`src/rtl/life_pkg.sv`:
```
// Shared types, preset codes and the B3/S23 cell rule for the Game-of-Life engine.
package life_pkg;

    typedef enum logic [1:0] {
        ST_IDLE,
        ST_LOAD,
        ST_COMPUTE,
        ST_COMMIT
    } life_state_t;

    localparam logic [3:0] PRESET_CLEAR   = 4'd0;
    localparam logic [3:0] PRESET_BLINKER = 4'd1;
    localparam logic [3:0] PRESET_GLIDER  = 4'd2;
    localparam logic [3:0] PRESET_BLOCK   = 4'd3;

    // Birth on exactly three neighbours, survival on two or three.
    function automatic logic life_rule(input logic [3:0] count, input logic alive);
        return (count == 4'd3) || (alive && (count == 4'd2));
    endfunction

endpackage

```
`src/rtl/life_row_next.sv`:
```
// Combinational next-state of one grid row from the row and its two vertical neighbours.
// LIFE_WRAP_EN: wrap columns around (toroidal); otherwise off-grid columns are dead.
module life_row_next
#(
    parameter int COLS = 16
)
(
    input  logic [COLS-1:0] row_above,
    input  logic [COLS-1:0] row_mid,
    input  logic [COLS-1:0] row_below,
    output logic [COLS-1:0] row_next
);
    import life_pkg::*;

    // One extra column on each side so every cell sees a uniform 3x3 window.
    logic [COLS+1:0] pad_above;
    logic [COLS+1:0] pad_mid;
    logic [COLS+1:0] pad_below;
    logic [3:0]      count;

`ifdef LIFE_WRAP_EN
    assign pad_above = {row_above[0], row_above, row_above[COLS-1]};
    assign pad_mid   = {row_mid[0],   row_mid,   row_mid[COLS-1]};
    assign pad_below = {row_below[0], row_below, row_below[COLS-1]};
`else
    assign pad_above = {1'b0, row_above, 1'b0};
    assign pad_mid   = {1'b0, row_mid,   1'b0};
    assign pad_below = {1'b0, row_below, 1'b0};
`endif

    always_comb begin
        row_next = '0;
        count    = '0;
        for (int c = 0; c < COLS; c++) begin
            count = 4'(pad_above[c]) + 4'(pad_above[c+1]) + 4'(pad_above[c+2])
                  + 4'(pad_mid[c])                       + 4'(pad_mid[c+2])
                  + 4'(pad_below[c]) + 4'(pad_below[c+1]) + 4'(pad_below[c+2]);
            row_next[c] = life_rule(count, row_mid[c]);
        end
    end

endmodule

```
`src/rtl/life_grid_engine.sv`:
```
// Game-of-Life generation engine: two grid banks, row-per-cycle compute, tick timer, read port.
// LIFE_WRAP_EN: toroidal grid (rows and columns wrap); otherwise off-grid neighbours are dead.
module life_grid_engine
    import life_pkg::*;
#(
    parameter int ROWS     = 16,
    parameter int COLS     = 16,
    parameter int TICK_MAX = 100000000,
    parameter int GEN_W    = 16
)
(
    input  logic                    clk,
    input  logic                    reset,
    input  logic                    enb,
    input  logic                    step,
    input  logic                    load,
    input  logic [3:0]              preset_sel,
    input  logic [$clog2(ROWS)-1:0] rd_row,
    input  logic [$clog2(COLS)-1:0] rd_col,
    output logic                    rd_alive,
    output logic                    busy,
    output logic                    gen_done,
    output logic [GEN_W-1:0]        gen_count,
    output logic                    tick
);

    localparam int ROW_W   = $clog2(ROWS);
    localparam int COL_W   = $clog2(COLS);
    localparam int TIMER_W = $clog2(TICK_MAX);
    localparam logic [ROW_W-1:0]   ROW_LAST   = ROW_W'(ROWS - 1);
    localparam logic [TIMER_W-1:0] TIMER_LAST = TIMER_W'(TICK_MAX - 1);

    logic [COLS-1:0]    cur [ROWS];
    logic [COLS-1:0]    nxt [ROWS];
    logic [COLS-1:0]    preset_grid [ROWS];
    life_state_t        state;
    life_state_t        state_next;
    logic [ROW_W-1:0]   row_idx;
    logic [TIMER_W-1:0] timer;
    logic               load_pend;
    logic [3:0]         preset_reg;
    logic [COLS-1:0]    row_above;
    logic [COLS-1:0]    row_mid;
    logic [COLS-1:0]    row_below;
    logic [COLS-1:0]    row_new;
    logic               trigger;
    logic               start_load;

    always_ff @(posedge clk or negedge reset) begin
        if (!reset) begin
            timer <= '0;
        end else if (timer == TIMER_LAST) begin
            timer <= '0;
        end else begin
            timer <= timer + 1'b1;
        end
    end

    assign tick       = (timer == TIMER_LAST);
    assign trigger    = (tick && enb) || step;
    assign start_load = load || load_pend;
    assign busy       = (state == ST_COMPUTE) || (state == ST_COMMIT);

    always_comb begin
        state_next = state;
        case (state)
            ST_IDLE: begin
                if (start_load) begin
                    state_next = ST_LOAD;
                end else if (trigger) begin
                    state_next = ST_COMPUTE;
                end
            end
            ST_LOAD:    state_next = ST_IDLE;
            ST_COMPUTE: if (row_idx == ROW_LAST) state_next = ST_COMMIT;
            ST_COMMIT:  state_next = ST_IDLE;
            default:    state_next = ST_IDLE;
        endcase
    end

    // Vertical neighbours of the row being computed; edge rows see dead or wrapped rows.
    always_comb begin
        row_above = '0;
        row_below = '0;
        row_mid   = cur[row_idx];
        if (row_idx != '0) begin
            row_above = cur[row_idx - 1'b1];
        end else begin
`ifdef LIFE_WRAP_EN
            row_above = cur[ROWS-1];
`endif
        end
        if (row_idx != ROW_LAST) begin
            row_below = cur[row_idx + 1'b1];
        end else begin
`ifdef LIFE_WRAP_EN
            row_below = cur[0];
`endif
        end
    end

    life_row_next #(.COLS(COLS)) u_row_next (
        .row_above (row_above),
        .row_mid   (row_mid),
        .row_below (row_below),
        .row_next  (row_new)
    );

    always_comb begin
        for (int r = 0; r < ROWS; r++) begin
            preset_grid[r] = '0;
        end
        case (preset_reg)
            PRESET_BLINKER: preset_grid[1][2:0] = 3'b111;
            PRESET_GLIDER: begin
                preset_grid[0][1]   = 1'b1;
                preset_grid[1][2]   = 1'b1;
                preset_grid[2][2:0] = 3'b111;
            end
            PRESET_BLOCK: begin
                preset_grid[0][1:0] = 2'b11;
                preset_grid[1][1:0] = 2'b11;
            end
            default: ;
        endcase
    end

    // A load that arrives outside IDLE is remembered and replayed once the engine returns there.
    always_ff @(posedge clk or negedge reset) begin
        if (!reset) begin
            state      <= ST_IDLE;
            row_idx    <= '0;
            load_pend  <= 1'b0;
            preset_reg <= '0;
            gen_count  <= '0;
            gen_done   <= 1'b0;
            for (int r = 0; r < ROWS; r++) begin
                cur[r] <= '0;
                nxt[r] <= '0;
            end
        end else begin
            state    <= state_next;
            gen_done <= (state == ST_COMMIT);
            if (load) begin
                preset_reg <= preset_sel;
            end
            if (load && (state != ST_IDLE)) begin
                load_pend <= 1'b1;
            end else if ((state == ST_IDLE) && start_load) begin
                load_pend <= 1'b0;
            end
            case (state)
                ST_IDLE: row_idx <= '0;
                ST_LOAD: begin
                    gen_count <= '0;
                    for (int r = 0; r < ROWS; r++) begin
                        cur[r] <= preset_grid[r];
                        nxt[r] <= '0;
                    end
                end
                ST_COMPUTE: begin
                    nxt[row_idx] <= row_new;
                    row_idx      <= row_idx + 1'b1;
                end
                ST_COMMIT: begin
                    gen_count <= gen_count + 1'b1;
                    for (int r = 0; r < ROWS; r++) begin
                        cur[r] <= nxt[r];
                    end
                end
                default: ;
            endcase
        end
    end

    always_ff @(posedge clk or negedge reset) begin
        if (!reset) begin
            rd_alive <= 1'b0;
        end else if (({1'b0, rd_row} < (ROW_W+1)'(ROWS)) && ({1'b0, rd_col} < (COL_W+1)'(COLS))) begin
            rd_alive <= cur[rd_row][rd_col];
        end else begin
            rd_alive <= 1'b0;
        end
    end

endmodule

```
`config.mk`:
```
export PLATFORM = sky130hd
export DESIGN_NAME = life_grid_engine
export DESIGN_NICKNAME = d
export VERILOG_FILES = /design/src/rtl/life_pkg.sv /design/src/rtl/life_row_next.sv /design/src/rtl/life_grid_engine.sv
export SDC_FILE = /design/constraint.sdc
export NUM_CORES = 2
export LEC_CHECK = 0
export CAP_MARGIN = 0
export CORE_ASPECT_RATIO = 0.5
export CORE_MARGIN = 3
export CORE_UTILIZATION = 30
export CTS_CLUSTER_DIAMETER = 30
export CTS_CLUSTER_SIZE = 30
export DETAILED_ROUTE_END_ITERATION = 10
export PLACE_DENSITY = 0.44
export RECOVER_POWER = 25
export SLEW_MARGIN = 30
export SYNTH_ARGS = -nofsm -noshare
export SYNTH_HDL_FRONTEND = slang
export SYNTH_SLANG_ARGS = --single-unit
```
`constraint.sdc`:
```
create_clock -name clk -period 7.9 [get_ports clk]
set_clock_uncertainty 0.05 [all_clocks]
set_input_delay 1.185 -clock clk [delete_from_list [all_inputs] [get_ports clk]]
set_output_delay 1.185 -clock clk [all_outputs]
set_load 0.02 [all_outputs]
```
Word-level counts from Yosys, hierarchy flattened --
Cells that the tools add are included.
Cells by class: $add $sub $neg 109, $mul 0, divide/modulo/power cells 0, $lt $le $gt $ge 6, eq/ne operators 43, shifts and indexed selects 0, mux-type cells 35, bitwise logic cells 4, reduce and logical (&&, ||, !) cells 51
Operators by type and width (number):
- one-hot mux 256 bit (2 select lines) | 2
- adder 4 x 1 -> 4 bit | 90
- binary-select mux 16 bit (select 4 bit) | 4
- bitwise mux 256 bit | 1
- two-way mux 16 bit | 11
- equality test 4 x 2 -> 1 bit, second input constant | 34
- demux 16 bit (select 4 bit) | 1
- one-hot mux 16 bit (2 select lines) | 1
- adder 1 x 1 -> 2 bit | 15
- adder 27 x 1 -> 27 bit, second input constant | 1
- equality test 27 bit, second input constant | 1
- two-way mux 27 bit | 1
- >= comparator 5 bit, second input constant | 4
- logical AND 1 bit | 20
- NOT 4 -> 5 bit | 4
- logical OR 1 bit | 19
- adder 16 x 1 -> 16 bit, second input constant | 1
- nonzero test 2 bit | 5
- two-way mux 2 bit | 4
- one-hot mux 4 bit (2 select lines) | 1
- OR reduction 2 bit | 4
- two-way mux 1 bit | 6
- one-hot mux 2 bit (3 select lines) | 1
- less-than comparator 4 x 5 -> 1 bit, second input constant | 1
- 15 further kinds | 16
Storage, ports and cells: register bits 568, bits in latches 0, bits in writable memories 0, ROM bits 0, input bits 17, memories kept 0

Longest topological paths before layout --
word-level depth 18, depth in mapped cells 25, depth with buffers taken out 18

Modules after synthesis --
From an unflattened synthesis, not the netlist that was laid out.
Second synthesis, totals: cells, all modules 2917, area, all modules 32600.0 um2
Modules (own cells, without submodules):
- life_grid_engine | instances 1, cells each 2632, area an instance 30057.6 um2, sequential area each 14213.6 um2
- life_row_next | instances 1, cells each 285, area an instance 2542.4 um2, sequential area each 0.0 um2

Worst setup path after synthesis --
Ideal clock, no wire load.
kind flip-flop to flip-flop, start register row_idx[0], end register nxt[107] in the netlist's numbering, library setup time 0.083 ns, arrival time 6.209 ns, path slack 1.558 ns, cell stages (with the launch flop) 24, buffers on the path 8, cell sequence dfrtp_1 -> buf_6 -> buf_12 -> buf_8 -> inv_2 -> buf_2 -> ha_1 -> buf_2 -> clkbuf_1 -> clkbuf_1 -> mux4_2 -> mux2i_1 -> a211oi_1 -> ha_1 -> fa_1 -> fa_1 -> inv_1 -> fa_1 -> fa_1 -> nor3_1 -> mux2i_1 -> a211o_2 -> buf_2 -> o21ai_0
On the way: cells in the longest elaborated chain, start to end 18
Ends and longest elaborated chain:
- start, declared | RTL line life_grid_engine.sv:38 | logic [ROW_W-1:0] row_idx;
- start signal, assigned | RTL line life_grid_engine.sv:163 | row_idx <= row_idx + 1'b1;
- subtractor 4 x 1 -> 4 bit | RTL line life_grid_engine.sv:87 | row_above = cur[row_idx - 1'b1];
- NOT 4 -> 5 bit (not written as such) | RTL line life_grid_engine.sv:87
- binary-select mux 16 bit (select 4 bit) | RTL line life_grid_engine.sv:87
- two-way mux 16 bit (not written as such) (2 in a row) | RTL line life_grid_engine.sv:87
- two-way mux 16 bit | RTL line life_grid_engine.sv:86 | if (row_idx != '0) begin
- adder 1 x 1 -> 2 bit | RTL line life_row_next.sv:35 | count = 4'(pad_above[c]) + 4'(pad_above[c+1]) + 4'(pad_above[c+2])
- adder 4 x 1 -> 4 bit | RTL line life_row_next.sv:35
- adder 4 x 1 -> 4 bit (2 in a row) | RTL line life_row_next.sv:36 | + 4'(pad_mid[c]) + 4'(pad_mid[c+2])
- adder 4 x 1 -> 4 bit (3 in a row) | RTL line life_row_next.sv:37 | + 4'(pad_below[c]) + 4'(pad_below[c+1]) + 4'(pad_below[c+2]);
- equality test 4 x 2 -> 1 bit | RTL line life_pkg.sv:18 | return (count == 4'd3) || (alive && (count == 4'd2));
- logical AND 1 bit | RTL line life_pkg.sv:18
- logical OR 1 bit | RTL line life_pkg.sv:18
- bitwise mux 256 bit (*) | RTL line life_grid_engine.sv:162 | nxt[row_idx] <= row_new;
- one-hot mux 256 bit (2 select lines) (*) | RTL line life_grid_engine.sv:152 | case (state)
- end signal, assigned by index | RTL line life_grid_engine.sv:162
- end, declared | RTL line life_grid_engine.sv:34 | logic [COLS-1:0] nxt [ROWS];
Mark *: on every way between the ends. The rest lies on a longest branch, timed or not. The select of a mux whose other input is x is not followed. A chain may end at the register's enable or synchronous reset.

Final worst setup path --
start register row_idx[0], end register nxt[180] in the netlist's numbering
The elaborated chain is that of the path after synthesis.

==> results.md <==
- The flow ran to the end, but the final reports show violations.
- The checks that failed: max-capacitance violations, max-slew violations.
- The most common library cell in the layout ignoring fill and taps is dfrtp_1.
- The routed via count is 25.7k.
- In the final layout, the registers with the most flip-flops are cur: 256 flops, nxt: 256 flops, timer: 27 flops.
- The distinct cell type count of the synthesized netlist is 65.
- The via count of the first global-routing pass is 25.3k.
- Clock latency on the worst-skew pair, taken at its later pin, is 0.72 ns.
- The most used routing layer is met1.
- Among all stages on the critical path, the largest delay is contributed by dfrtp_4.
- The maximum level of the CTS H-tree is 3.
- The total track usage is 19.9%.
- The detailed-route wire length is 114000 µm.
- The time the final worst path needs with I/O delays and setup is 6.85 ns.
- Setup total negative slack on the finished layout was measured at 0 ns.
- After clock tree synthesis, the setup repair step added 0 buffers.
- During synthesis, Yosys emitted a total of 0 warnings.
- For the pin with the worst max-slew slack, the measured transition is 5.27 ns.
- From synthesis to final layout, the design area changed by 18.3%.
- The number of sinks handled by clock tree synthesis is 568.
- The routability congestion estimate from global placement is 0.863.
- The synthesized area per cell is 10.5 µm².
- Global routing consumed, on the met3 layer, 4.97% of the routing resources.
- The tightest min-delay check is of the reg -> reg type.
- The count of port buffers added during placement is 36.
- The analysis attributes to cell leakage a power of 15.5 nW.
- The TritonCTS clock tree is yes.
- The first-pass iteration count of the detailed router is 5.
- Setup repair after global routing left no endpoint under its margin.
- The share of the Yosys chip area taken by registers is 42.7%.
- The worst-case clock buffer depth is 3.
- The number of buffers inserted during clock tree synthesis is 115.
- The signal on the critical path passes through clkinv_2, buf_4, ha_1, xor2_4, buf_4, a211oi_1, a211oi_1, ha_1, fa_1, fa_1, inv_1, fa_1, fa_1, nor3_1, mux2i_1, a211o_2, o21ai_0.
- Counting the fill cells in the layout gives 10.8k.
- The fraction of layout cells with a size suffix above 1 is 18.2%.
- After clock tree synthesis, the repair step resized 0 gates.
- In the final routed layout, each cell accounts on average for 24.4 µm.
- The placement-stage worst setup slack is 1.10 ns.
- Synthesis produced a netlist whose cell count is 3156.
- The count of boundary I/O pins is 37.
- The worst path meets setup with 1.05 ns of slack.
- The signal arrival time at the worst endpoint is 7.38 ns.
- The final-stage net count is 3231.
- The overflow left after global routing is 0.
- Max-cap violations in this run came to 4.
- The half-perimeter wire length after placement is 70800 µm.
- At the worst endpoint, the required time is 8.43 ns.
- Yosys mapped a number of flops with a built-in enable equal to 0.
- For this design the ratio of total power to cell area is 290 mW/mm².
- The floorplan step set the die width to 477 µm.
- Leaving out fill and tap cells, the most frequent cells in the layout are 563 x dfrtp_1, 546 x nand3_1, 468 x o21ai_0, 329 x inv_1, 227 x mux4_2.
- The nature of the critical path startpoint is a flop.
- In this run the worst path has a maximum fanout of 29.
- IR analysis of the VDD net gives a maximum drop of 0.179 mV.
- The die covers 0.115 mm².
- The category of the worst setup path capture point is a flop.
- The post-synthesis sequential element count is 568.
- The async set or reset register ratio after synthesis is 100%.
- Entering global routing, the biggest net connects 242 pins.
- The core region is 0.109 mm².
- The headroom to the max-slew limit is -251%.
- The top flip-flop cell by instance count after synthesis is dfrtp_1.
- The number of failing hold endpoints at the final stage was 0.
- Clock-pin slew was measured on the worst setup and hold paths at 0.05 ns.
- The clock root buffer is clkbuf_16.
- The setup violation total in the final timing report is 0.
- Timing would allow up to 146 MHz.
- The initial utilization of the core area, before any placement, comes to 30.6%.
- The biggest cell delay along the critical path is 0.79 ns.
- The site row count is 85.
- For this run, the share of the core covered by cells in the final layout is 36.2%.
- After detailed routing, the number of remaining DRC violations is 0.
- In this run, post-CTS hold repair placed 0 buffers.
- The cell that appears most often on the critical path is fa_1.
- The DRC marker count from the first detailed-route iteration is 2373.
- The worst setup path is of the reg -> reg kind.
- The routing usage on met1 is 29.7%.
- Dividing the detail-routed via count by the number of cells gives 5.49.
- In this run the cell area of the synthesized design comes to 0.0333 mm².
- The met2 usage is 28.4%.
- The die is 241 µm tall.
- The first global-routing pass estimated 173000 µm of wire.
- The final-report max-slew violation count was 305.
- The post-route fraction of the period consumed by the critical path is 86.7%.
- The initial antenna violation count is 0.
- Synthesis produced a netlist with a net count of 3286.
- The count of nets left with antenna violations after detail routing is 0.
## per-stage QoR
step                      power, mW  instance area (µm²)  hold slack (ns)  cells
after global placement         6.12                35000            0.426   4459
final                          11.4                39400            0.429   4682
after CTS                      11.5                39300            0.435   4680
after floorplan                5.12                33300            0.397   3156
after global routing           11.9                39400            0.459   4681
after detailed placement       6.17                35100            0.432   4462
## synthesized netlist by cell type, types with 10 or more instances
| cell | number | area share (%) |
|---|---|---|
| xnor2_1 | 17 | 0.45 |
| o21ai_1 | 44 | 0.66 |
| nand3_1 | 558 | 8.4 |
| nor3_1 | 15 | 0.23 |
| buf_2 | 42 | 0.63 |
| o22ai_1 | 21 | 0.40 |
| dfrtp_1 | 568 | 43 |
| inv_1 | 329 | 3.7 |
| nand2b_1 | 19 | 0.36 |
| o211ai_1 | 35 | 0.79 |
| nor4_1 | 15 | 0.28 |
| mux2i_1 | 91 | 2.7 |
| o21ai_2 | 12 | 0.32 |
| xor2_1 | 23 | 0.61 |
| o21ai_0 | 468 | 7.0 |
| a211oi_1 | 35 | 0.79 |
| ha_1 | 52 | 2.0 |
| nor2b_1 | 36 | 0.68 |
| mux2_2 | 11 | 0.37 |
| nand2_1 | 56 | 0.63 |
| nand4_1 | 11 | 0.21 |
| mux4_2 | 227 | 15 |
| nor2_1 | 59 | 0.67 |
| fa_1 | 61 | 3.7 |
| buf_4 | 23 | 0.52 |
| clkbuf_1 | 198 | 2.2 |
| a221oi_1 | 10 | 0.26 |
| and3_1 | 12 | 0.23 |
## kinds of logic (layout without fill, tap and decap cells)
group | Yosys count | in the layout | synth area share (%)
xor+xnor | 40 | 40 | 1.05
simple gates | 802 | 802 | 12.2
other cells | 0 | 1 | 0
buf+inv | 620 | 666 | 7.66
mux | 337 | 337 | 19.1
fa+ha+maj | 113 | 113 | 5.63
flops | 568 | 568 | 42.7
compound gates | 676 | 676 | 11.6
## worst max-delay path: cells and delay by family, from the launching register on
kind / cells / cell delay [ns]
muxes: 1 / 0.10
buffers and inverters: 4 / 0.82
and+or+nand+nor: 1 / 0.20
DFF: 1 / 0.79
xor gates and xnor gates: 1 / 0.79
AOI/OAI and AO/OA: 4 / 1.50
adders and majority gates: 6 / 2.45
## path summary, 6_finish.rpt
kind | start | to | slack [ns] | cells after the start
max reg2reg | row_idx[0] | nxt[180] | 1.05 | 17
min in group asynchronous | reset | timer[0] | 2.34 | 1
min | nxt[157] | cur[157] | 0.43 | 2
max in group asynchronous | reset | nxt[79] | 1.73 | 2
min reg2reg | nxt[157] | cur[157] | 0.43 | 2
max | row_idx[0] | nxt[180] | 1.05 | 17
## power by group
group	leakage, nW	internal, mW	switching (mW)
logic	5.61	0.843	2.14
registers	7.89	2.96	0.170
clock network	2.04	3.50	1.81
## routing by layer
metal | up-vias | share of wire [%]
li1 | 11300 | -
met1 | 13300 | 48
met2 | 856 | 42
met3 | 207 | 7.6
met4 | 0 | 2.9
met5 | - | 0
## final cells by class
cell class | count | area, µm² | share of cell area (%)
Multi-Input combinational cell | 1968 | 16700 | 42.5
Clock buffer | 137 | 3080 | 7.83
Sequential cell | 568 | 14200 | 36.2
Inverter | 339 | 1270 | 3.24
Clock inverter | 81 | 1160 | 2.96
Timing Repair Buffer | 109 | 1050 | 2.66
Tap cell | 1479 | 1850 | 4.70
Antenna cell | 1 | 2.50 | 0.00636
Power figures use the tool's default switching activity.
